<file path="config.mk">
export PLATFORM = sky130hd
export DESIGN_NAME = uart_rx_fifo
export DESIGN_NICKNAME = d
export VERILOG_FILES = /design/src/rtl/uart_rx_fifo.sv
export SDC_FILE = /design/constraint.sdc
export NUM_CORES = 1
export LEC_CHECK = 0
export ABC_AREA = 1
export CORE_UTILIZATION = 55
export CTS_CLUSTER_DIAMETER = 150
export CTS_CLUSTER_SIZE = 14
export DETAILED_ROUTE_END_ITERATION = 7
export PLACE_DENSITY = 0.74
export SETUP_SLACK_MARGIN = 0.4
export SYNTH_ARGS = -nofsm -noshare
export SYNTH_HDL_FRONTEND = slang
export SYNTH_SLANG_ARGS = --single-unit
export TNS_END_PERCENT = 30
</file>
<file path="constraint.sdc">
create_clock -name clk_i -period 2.4 [get_ports clk_i]
set_input_delay 0.24 -clock clk_i [delete_from_list [all_inputs] [get_ports clk_i]]
set_output_delay 0.24 -clock clk_i [all_outputs]
set_load 0.02 [all_outputs]
</file>
<file path="src/rtl/uart_rx_fifo.sv">
// Oversampled 8-bit UART receiver feeding a first-word-fall-through receive FIFO.
// Define UART_RX_PARITY_EN for 8E1 framing with a sticky parity flag; default is 8N1.
module uart_rx_fifo #(
  parameter int unsigned CLKS_PER_BIT = 434,
  parameter int unsigned FIFO_DEPTH   = 16
) (
  input  logic                        clk_i,
  input  logic                        rst,
  input  logic                        uart_rx,
  input  logic                        rd_en_i,
  input  logic                        clr_err_i,
  output logic [7:0]                  rd_data_o,
  output logic                        empty_o,
  output logic                        full_o,
  output logic [$clog2(FIFO_DEPTH):0] count_o,
  output logic                        frame_err_o,
  output logic                        overrun_o,
  output logic                        parity_err_o
);

  localparam int unsigned AddrW = $clog2(FIFO_DEPTH);
  localparam int unsigned CntW  = $clog2(CLKS_PER_BIT);
  localparam logic [CntW-1:0] HalfLast = CntW'(CLKS_PER_BIT / 2 - 1);
  localparam logic [CntW-1:0] BitLast  = CntW'(CLKS_PER_BIT - 1);

`ifdef UART_RX_PARITY_EN
  typedef enum logic [2:0] {StIdle, StStart, StData, StParity, StStop} state_e;
`else
  typedef enum logic [2:0] {StIdle, StStart, StData, StStop} state_e;
`endif

  state_e            state_q, state_d;
  logic [CntW-1:0]   cnt_q, cnt_d;
  logic [2:0]        bit_q, bit_d;
  logic [7:0]        shift_q, shift_d;
  logic              stop_sample;
  logic              rx_meta_q, rx_s, rx_prev_q;
  logic              falling;

  logic [7:0]        mem [FIFO_DEPTH];
  logic [AddrW:0]    wr_ptr_q, rd_ptr_q;
  logic              push, pop;
  logic              frame_set, overrun_set;
  logic              frame_err_q, overrun_q;

  // Synchroniser plus one extra stage for edge detection; all idle high.
  always_ff @(posedge clk_i or posedge rst) begin
    if (rst) begin
      rx_meta_q <= 1'b1;
      rx_s      <= 1'b1;
      rx_prev_q <= 1'b1;
    end else begin
      rx_meta_q <= uart_rx;
      rx_s      <= rx_meta_q;
      rx_prev_q <= rx_s;
    end
  end

  // A line held low after a bad stop bit never shows a 1->0 transition, so breaks
  // yield one framing error only.
  assign falling = rx_prev_q & ~rx_s;

  always_ff @(posedge clk_i or posedge rst) begin
    if (rst) begin
      state_q <= StIdle;
      cnt_q   <= '0;
      bit_q   <= '0;
      shift_q <= '0;
    end else begin
      state_q <= state_d;
      cnt_q   <= cnt_d;
      bit_q   <= bit_d;
      shift_q <= shift_d;
    end
  end

`ifdef UART_RX_PARITY_EN
  logic par_set;
  logic parity_err_q;
`endif

  always_comb begin
    state_d     = state_q;
    cnt_d       = cnt_q + 1'b1;
    bit_d       = bit_q;
    shift_d     = shift_q;
    stop_sample = 1'b0;
`ifdef UART_RX_PARITY_EN
    par_set     = 1'b0;
`endif
    unique case (state_q)
      StIdle: begin
        cnt_d = '0;
        if (falling) state_d = StStart;
      end
      StStart: begin
        if (cnt_q == HalfLast) begin
          if (rx_s) begin
            state_d = StIdle;
            cnt_d   = '0;
          end else begin
            state_d = StData;
            // First data interval is one cycle short of a full bit.
            cnt_d   = CntW'(1);
            bit_d   = '0;
          end
        end
      end
      StData: begin
        if (cnt_q == BitLast) begin
          cnt_d   = '0;
          shift_d = {rx_s, shift_q[7:1]};
          bit_d   = bit_q + 3'd1;
          if (bit_q == 3'd7) begin
`ifdef UART_RX_PARITY_EN
            state_d = StParity;
`else
            state_d = StStop;
`endif
          end
        end
      end
`ifdef UART_RX_PARITY_EN
      StParity: begin
        if (cnt_q == BitLast) begin
          cnt_d   = '0;
          par_set = rx_s ^ (^shift_q);
          state_d = StStop;
        end
      end
`endif
      StStop: begin
        if (cnt_q == BitLast) begin
          cnt_d       = '0;
          stop_sample = 1'b1;
          state_d     = StIdle;
        end
      end
      default: begin
        state_d = StIdle;
        cnt_d   = '0;
      end
    endcase
  end

  assign pop         = rd_en_i & ~empty_o;
  assign push        = stop_sample & rx_s & (~full_o | pop);
  assign overrun_set = stop_sample & rx_s & full_o & ~pop;
  assign frame_set   = stop_sample & ~rx_s;

  always_ff @(posedge clk_i or posedge rst) begin
    if (rst) begin
      wr_ptr_q <= '0;
      rd_ptr_q <= '0;
    end else begin
      if (push) wr_ptr_q <= wr_ptr_q + 1'b1;
      if (pop)  rd_ptr_q <= rd_ptr_q + 1'b1;
    end
  end

  always_ff @(posedge clk_i) begin
    if (push) mem[wr_ptr_q[AddrW-1:0]] <= shift_q;
  end

  assign empty_o   = (wr_ptr_q == rd_ptr_q);
  assign full_o    = (wr_ptr_q[AddrW-1:0] == rd_ptr_q[AddrW-1:0]) &&
                     (wr_ptr_q[AddrW] != rd_ptr_q[AddrW]);
  assign count_o   = wr_ptr_q - rd_ptr_q;
  assign rd_data_o = empty_o ? 8'h00 : mem[rd_ptr_q[AddrW-1:0]];

  // Set events take priority over a simultaneous clear.
  always_ff @(posedge clk_i or posedge rst) begin
    if (rst) begin
      frame_err_q <= 1'b0;
      overrun_q   <= 1'b0;
    end else begin
      frame_err_q <= frame_set | (frame_err_q & ~clr_err_i);
      overrun_q   <= overrun_set | (overrun_q & ~clr_err_i);
    end
  end

  assign frame_err_o = frame_err_q;
  assign overrun_o   = overrun_q;

`ifdef UART_RX_PARITY_EN
  always_ff @(posedge clk_i or posedge rst) begin
    if (rst) begin
      parity_err_q <= 1'b0;
    end else begin
      parity_err_q <= par_set | (parity_err_q & ~clr_err_i);
    end
  end
  assign parity_err_o = parity_err_q;
`else
  assign parity_err_o = 1'b0;
`endif

endmodule
</file>
==> reports/qor_table.md <==
| Parameter | Value | Unit |
|:---|:---|:---|
| Result of the run | finished, final reports clean | - |
| Multiplexer fraction of the synthesized cell area | 0 | - |
| Unrepaired setup endpoints after global routing | true | - |
| Xor and xnor fraction of the mapped netlist area | 0.01262 | - |
| Max H-tree Level | 4 | - |
| Total routing usage reported by global routing | 0.2775 | - |
| Non-filler cells, final | 1054 | - |
| Flop2flop setup slack | 0.26 | ns |
| Number of nets in the synthesized netlist | 828 | - |
| Avg Synthesized Cell Area | 9.446 | um2 |
| Width of the die | 119.8 | um |
| CTS clock-pin slew for the worst setup and hold paths | 0.06 | ns |
| Most common library cell in the layout ignoring fill and taps | sky130_fd_sc_hd__nand2_1 | - |
| Initial core utilization | 0.5696 | - |
| Timing startpoint of the critical path | rd_ptr_q[0] | - |
| Clk_lat worst skew | 0.42 | ns |
| Area of the core | 13400 | um2 |
| Fin crit period | 2.239 | ns |
| Share of the synthesized area in compound gates (AO/OA/AOI/OAI) | 0.01656 | - |
| Final-stage net count | 885 | - |
| Relative max-transition margin | 0.4583 | - |
| ANT cells | 0 | - |
| EDFF count, synth | 128 | - |
| Critical setup path kind | register to primary output | - |
| Count of state elements after synthesis | 165 | - |
| Synthesized netlist cell count | 808 | - |
| Crit path capture | rd_data_o[1] | - |
| Adder-cell area share of the yosys netlist | 0.02557 | - |
| Clock tree from TritonCTS | yes | - |
| Placed wire-length estimate after detailed placement | 11020 | um |
| Mean routed wirelength per cell | 17.44 | um |
| Largest family of logic cells by synthesized area | simple AND/OR/NAND/NOR gates | - |
| Slowest-stage cell, CP | sky130_fd_sc_hd__dfrtp_2 | - |
| Yosys synthesis warning count | 0 | - |
| Largest vdd supply drop | 0.6641 | mV |
| Pre-CTS setup slack | 0.07363 | ns |
| Max frequency | 446.6 | MHz |
| Residual DRC | 0 | - |
| Relative area change from synthesis to final layout | 23.92 | % |
| Final worst clock skew | 0.01495 | ns |
| Sequential-to-total area share from yosys stat | 0.6254 | - |
| Count of distinct cell types in the synthesized netlist | 32 | - |
| Clock buffer count from CTS | 17 | - |
| Detailed-route via count | 5681 | - |
| Count of cells along the worst register-to-register path | 10 | - |
| Reg2Reg Launch Point | rd_ptr_q[0] | - |
| Maximum number of pins on one net before global-route repair | 53 | - |
| Ys flop type | sky130_fd_sc_hd__edfxtp_1 | - |
| Clk sink count | 165 | - |
| Commonest cells after routing, fill and taps aside | 285 x sky130_fd_sc_hd__nand2_1, 128 x sky130_fd_sc_hd__edfxtp_1, 121 x sky130_fd_sc_hd__inv_1, 78 x sky130_fd_sc_hd__nand3_1, 32 x sky130_fd_sc_hd__dfrtp_1 | - |
| Residual overflow from global routing | 0 | - |
| List of cells traversed by the critical path | clkinv_4 -> buf_12 -> clkbuf_16 -> nand2_1 -> nand3_1 -> nand3_1 -> nand3_2 -> a21oi_2 -> buf_6 | - |
| Static Leakage | 4.217 | nW |
| Power Density | 1027 | nW/um2 |
| CP Data Arrival Time | 2.00 | ns |
| Crit path capture type | primary output | - |
| Startpoint Class | register | - |
| Number of top-level design ports | 23 | - |
| Endpoint of the lowest-slack register-to-register path | mem[9][2] | - |
| Die Span Y | 119.8 | um |
| Initial antenna violation count | 1 | - |
| Final worst-path cycle share | 0.9329 | - |
| Average via count per standard cell | 5.390 | - |
| Cell area after synthesis | 7632 | um2 |
| Most frequent cell on the critical path | sky130_fd_sc_hd__nand3_1 | - |
| Final hold viol count | 0 | - |
| Clock tree root driver cell | sky130_fd_sc_hd__clkbuf_16 | - |
| Number of buffers on the longest clock path | 2 | - |
| Worst EP required | 2.16 | ns |
| Transition time of the tightest slew-check pin | 0.8126 | ns |
| Tightest Hold Check Type | input pin to register | - |
| Placer Congestion | 0.9091 | - |
| Row count | 42 | - |
| Number of buffers added on ports | 21 | - |
| Max-cap viol count | 0 | - |
| Via count of the first global-routing pass | 5824 | - |
| Share of post-route cells with drive strength above 1 | 0.1754 | - |
| Longest individual stage delay on the worst path | 0.45 | ns |
| Area share of and/or/nand/nor cells after synthesis | 0.2395 | - |
| Routed wire length | 18390 | um |
| Async set or reset register ratio after synthesis | 0.2242 | - |
| Slew Viols, Final | 0 | - |
| Final setup fails | 0 | - |
| Setup slack of the critical path after layout | 0.1611 | ns |
| First-pass GRT wire length | 29610 | um |
| Total of fill cells in the finished design | 915 | - |
| Die outline area | 14350 | um2 |
| Drt first pass iters | 5 | - |
| Cell area reported after detailed placement | 8314 | um2 |
| Crit-path max FO | 7 | - |
| First DRT Iteration DRCs | 714 | - |
| ANT nets after route | 0 | - |
| Final non-filler cell area | 9458 | um2 |
| Total Neg Setup Slack | 0 | ns |
| Number of instances in the placed design | 1000 | - |
registers in the layout, indices dropped and copies added, names as in the netlist:
signal and count:
shift_q 8, overrun_o 1, frame_err_o 1, state_q 2, cnt_q 9, rx_meta_q 1
rx_prev_q 1, mem 128, bit_q 3, wr_ptr_q 5, rx_s 1, rd_ptr_q 5
stage by stage:
stage                     utilization  power [mW]  hold WS, ns
after detailed placement       0.6204       6.397       0.3505
final                          0.7058       9.715       0.2189
after global placement         0.6204       6.287       0.3530
after floorplan                     -       5.298       0.2445
after global routing           0.7058       10.18       0.2079
after CTS                      0.6947       9.472       0.2063
per-layer routing:
metal | wire length, um | track usage | share of wire
met2 | 9211 | 0.4534 | 0.50
met1 | 7241 | 0.3447 | 0.39
met5 | 0 | 0 | 0
met3 | 1507 | 0.07272 | 0.082
met4 | 425 | 0.1313 | 0.023
worst max-delay path, delay by kind of cell (launching register included):
family | cells | cell delay [ns]
and+or+nand+nor | 4 | 0.40
buffers and inverters | 4 | 0.55
AOI/OAI and AO/OA | 1 | 0.17
DFF | 1 | 0.45
cells by family (layout without fill, tap and decap cells):
family	after synthesis	count (layout)
fa+ha+maj	15	15
xor+xnor	11	11
simple gates	437	437
other cells	1	1
compound gates	24	24
buf+inv	155	225
flops	165	165
how the worst min path moves through the flow:
stage,endpoint,cells after the start,slack (ns),start
detailed placement,rx_s,0,0.35,rx_meta_q
CTS,rx_meta_q,1,0.21,uart_rx
finish,rx_meta_q,1,0.22,uart_rx
global placement,rx_s,0,0.35,rx_meta_q
global route,rx_meta_q,1,0.21,uart_rx
floorplan,rx_meta_q,0,0.24,uart_rx
timing repair:
item / in CTS / in global routing
cloned: 3 / 1
endpoints found under the setup margin: 135 / 149
buffers inserted: 15 / 3
hold endpoints to repair: 0 / 0
hold buffers: 0 / 0
resized for setup: 105 / 18
pin swaps: 16 / 5
final cells by class:
| cell class | count | area, um2 | area share |
|---|---|---|---|
| Clock inverter | 11 | 157.7 | 0.01667 |
| Sequential cell | 165 | 4776 | 0.5050 |
| Timing Repair Buffer | 62 | 749.5 | 0.07924 |
| Tap cell | 176 | 220.2 | 0.02328 |
| Clock buffer | 21 | 440.4 | 0.04657 |
| Inverter | 130 | 528.0 | 0.05583 |
| Timing Repair inverter | 1 | 8.758 | 0.0009260 |
| Multi-Input combinational cell | 488 | 2577 | 0.2725 |
report_power, final:
group          leakage (nW)  internal, mW  switching [mW]
Combinational          1.96          1.47            2.24
Sequential             1.97          3.14           0.112
Clock                 0.288          1.73            1.03
Total                  4.22          6.34            3.38
synthesized netlist by cell type (2+ instances only):
cell / count / area share
sky130_fd_sc_hd__nand2_1: 290 / 0.14
sky130_fd_sc_hd__edfxtp_1: 128 / 0.50
sky130_fd_sc_hd__inv_1: 124 / 0.061
sky130_fd_sc_hd__nand3_1: 86 / 0.056
sky130_fd_sc_hd__nor2_1: 39 / 0.019
sky130_fd_sc_hd__dfrtp_1: 34 / 0.11
sky130_fd_sc_hd__buf_2: 17 / 0.011
sky130_fd_sc_hd__ha_1: 14 / 0.023
sky130_fd_sc_hd__a21oi_1: 12 / 0.0079
sky130_fd_sc_hd__o21ai_0: 9 / 0.0059
sky130_fd_sc_hd__xor2_1: 9 / 0.010
sky130_fd_sc_hd__nand4_1: 6 / 0.0049
sky130_fd_sc_hd__clkbuf_1: 5 / 0.0025
sky130_fd_sc_hd__nand2_2: 5 / 0.0041
sky130_fd_sc_hd__clkinv_1: 4 / 0.0020
sky130_fd_sc_hd__dfstp_2: 3 / 0.010
sky130_fd_sc_hd__nand2_4: 3 / 0.0044
sky130_fd_sc_hd__nor3_1: 3 / 0.0020
sky130_fd_sc_hd__buf_1: 2 / 0.00098
sky130_fd_sc_hd__nor2_2: 2 / 0.0016
sky130_fd_sc_hd__xnor2_1: 2 / 0.0023
(Power assumes the default switching activity.)
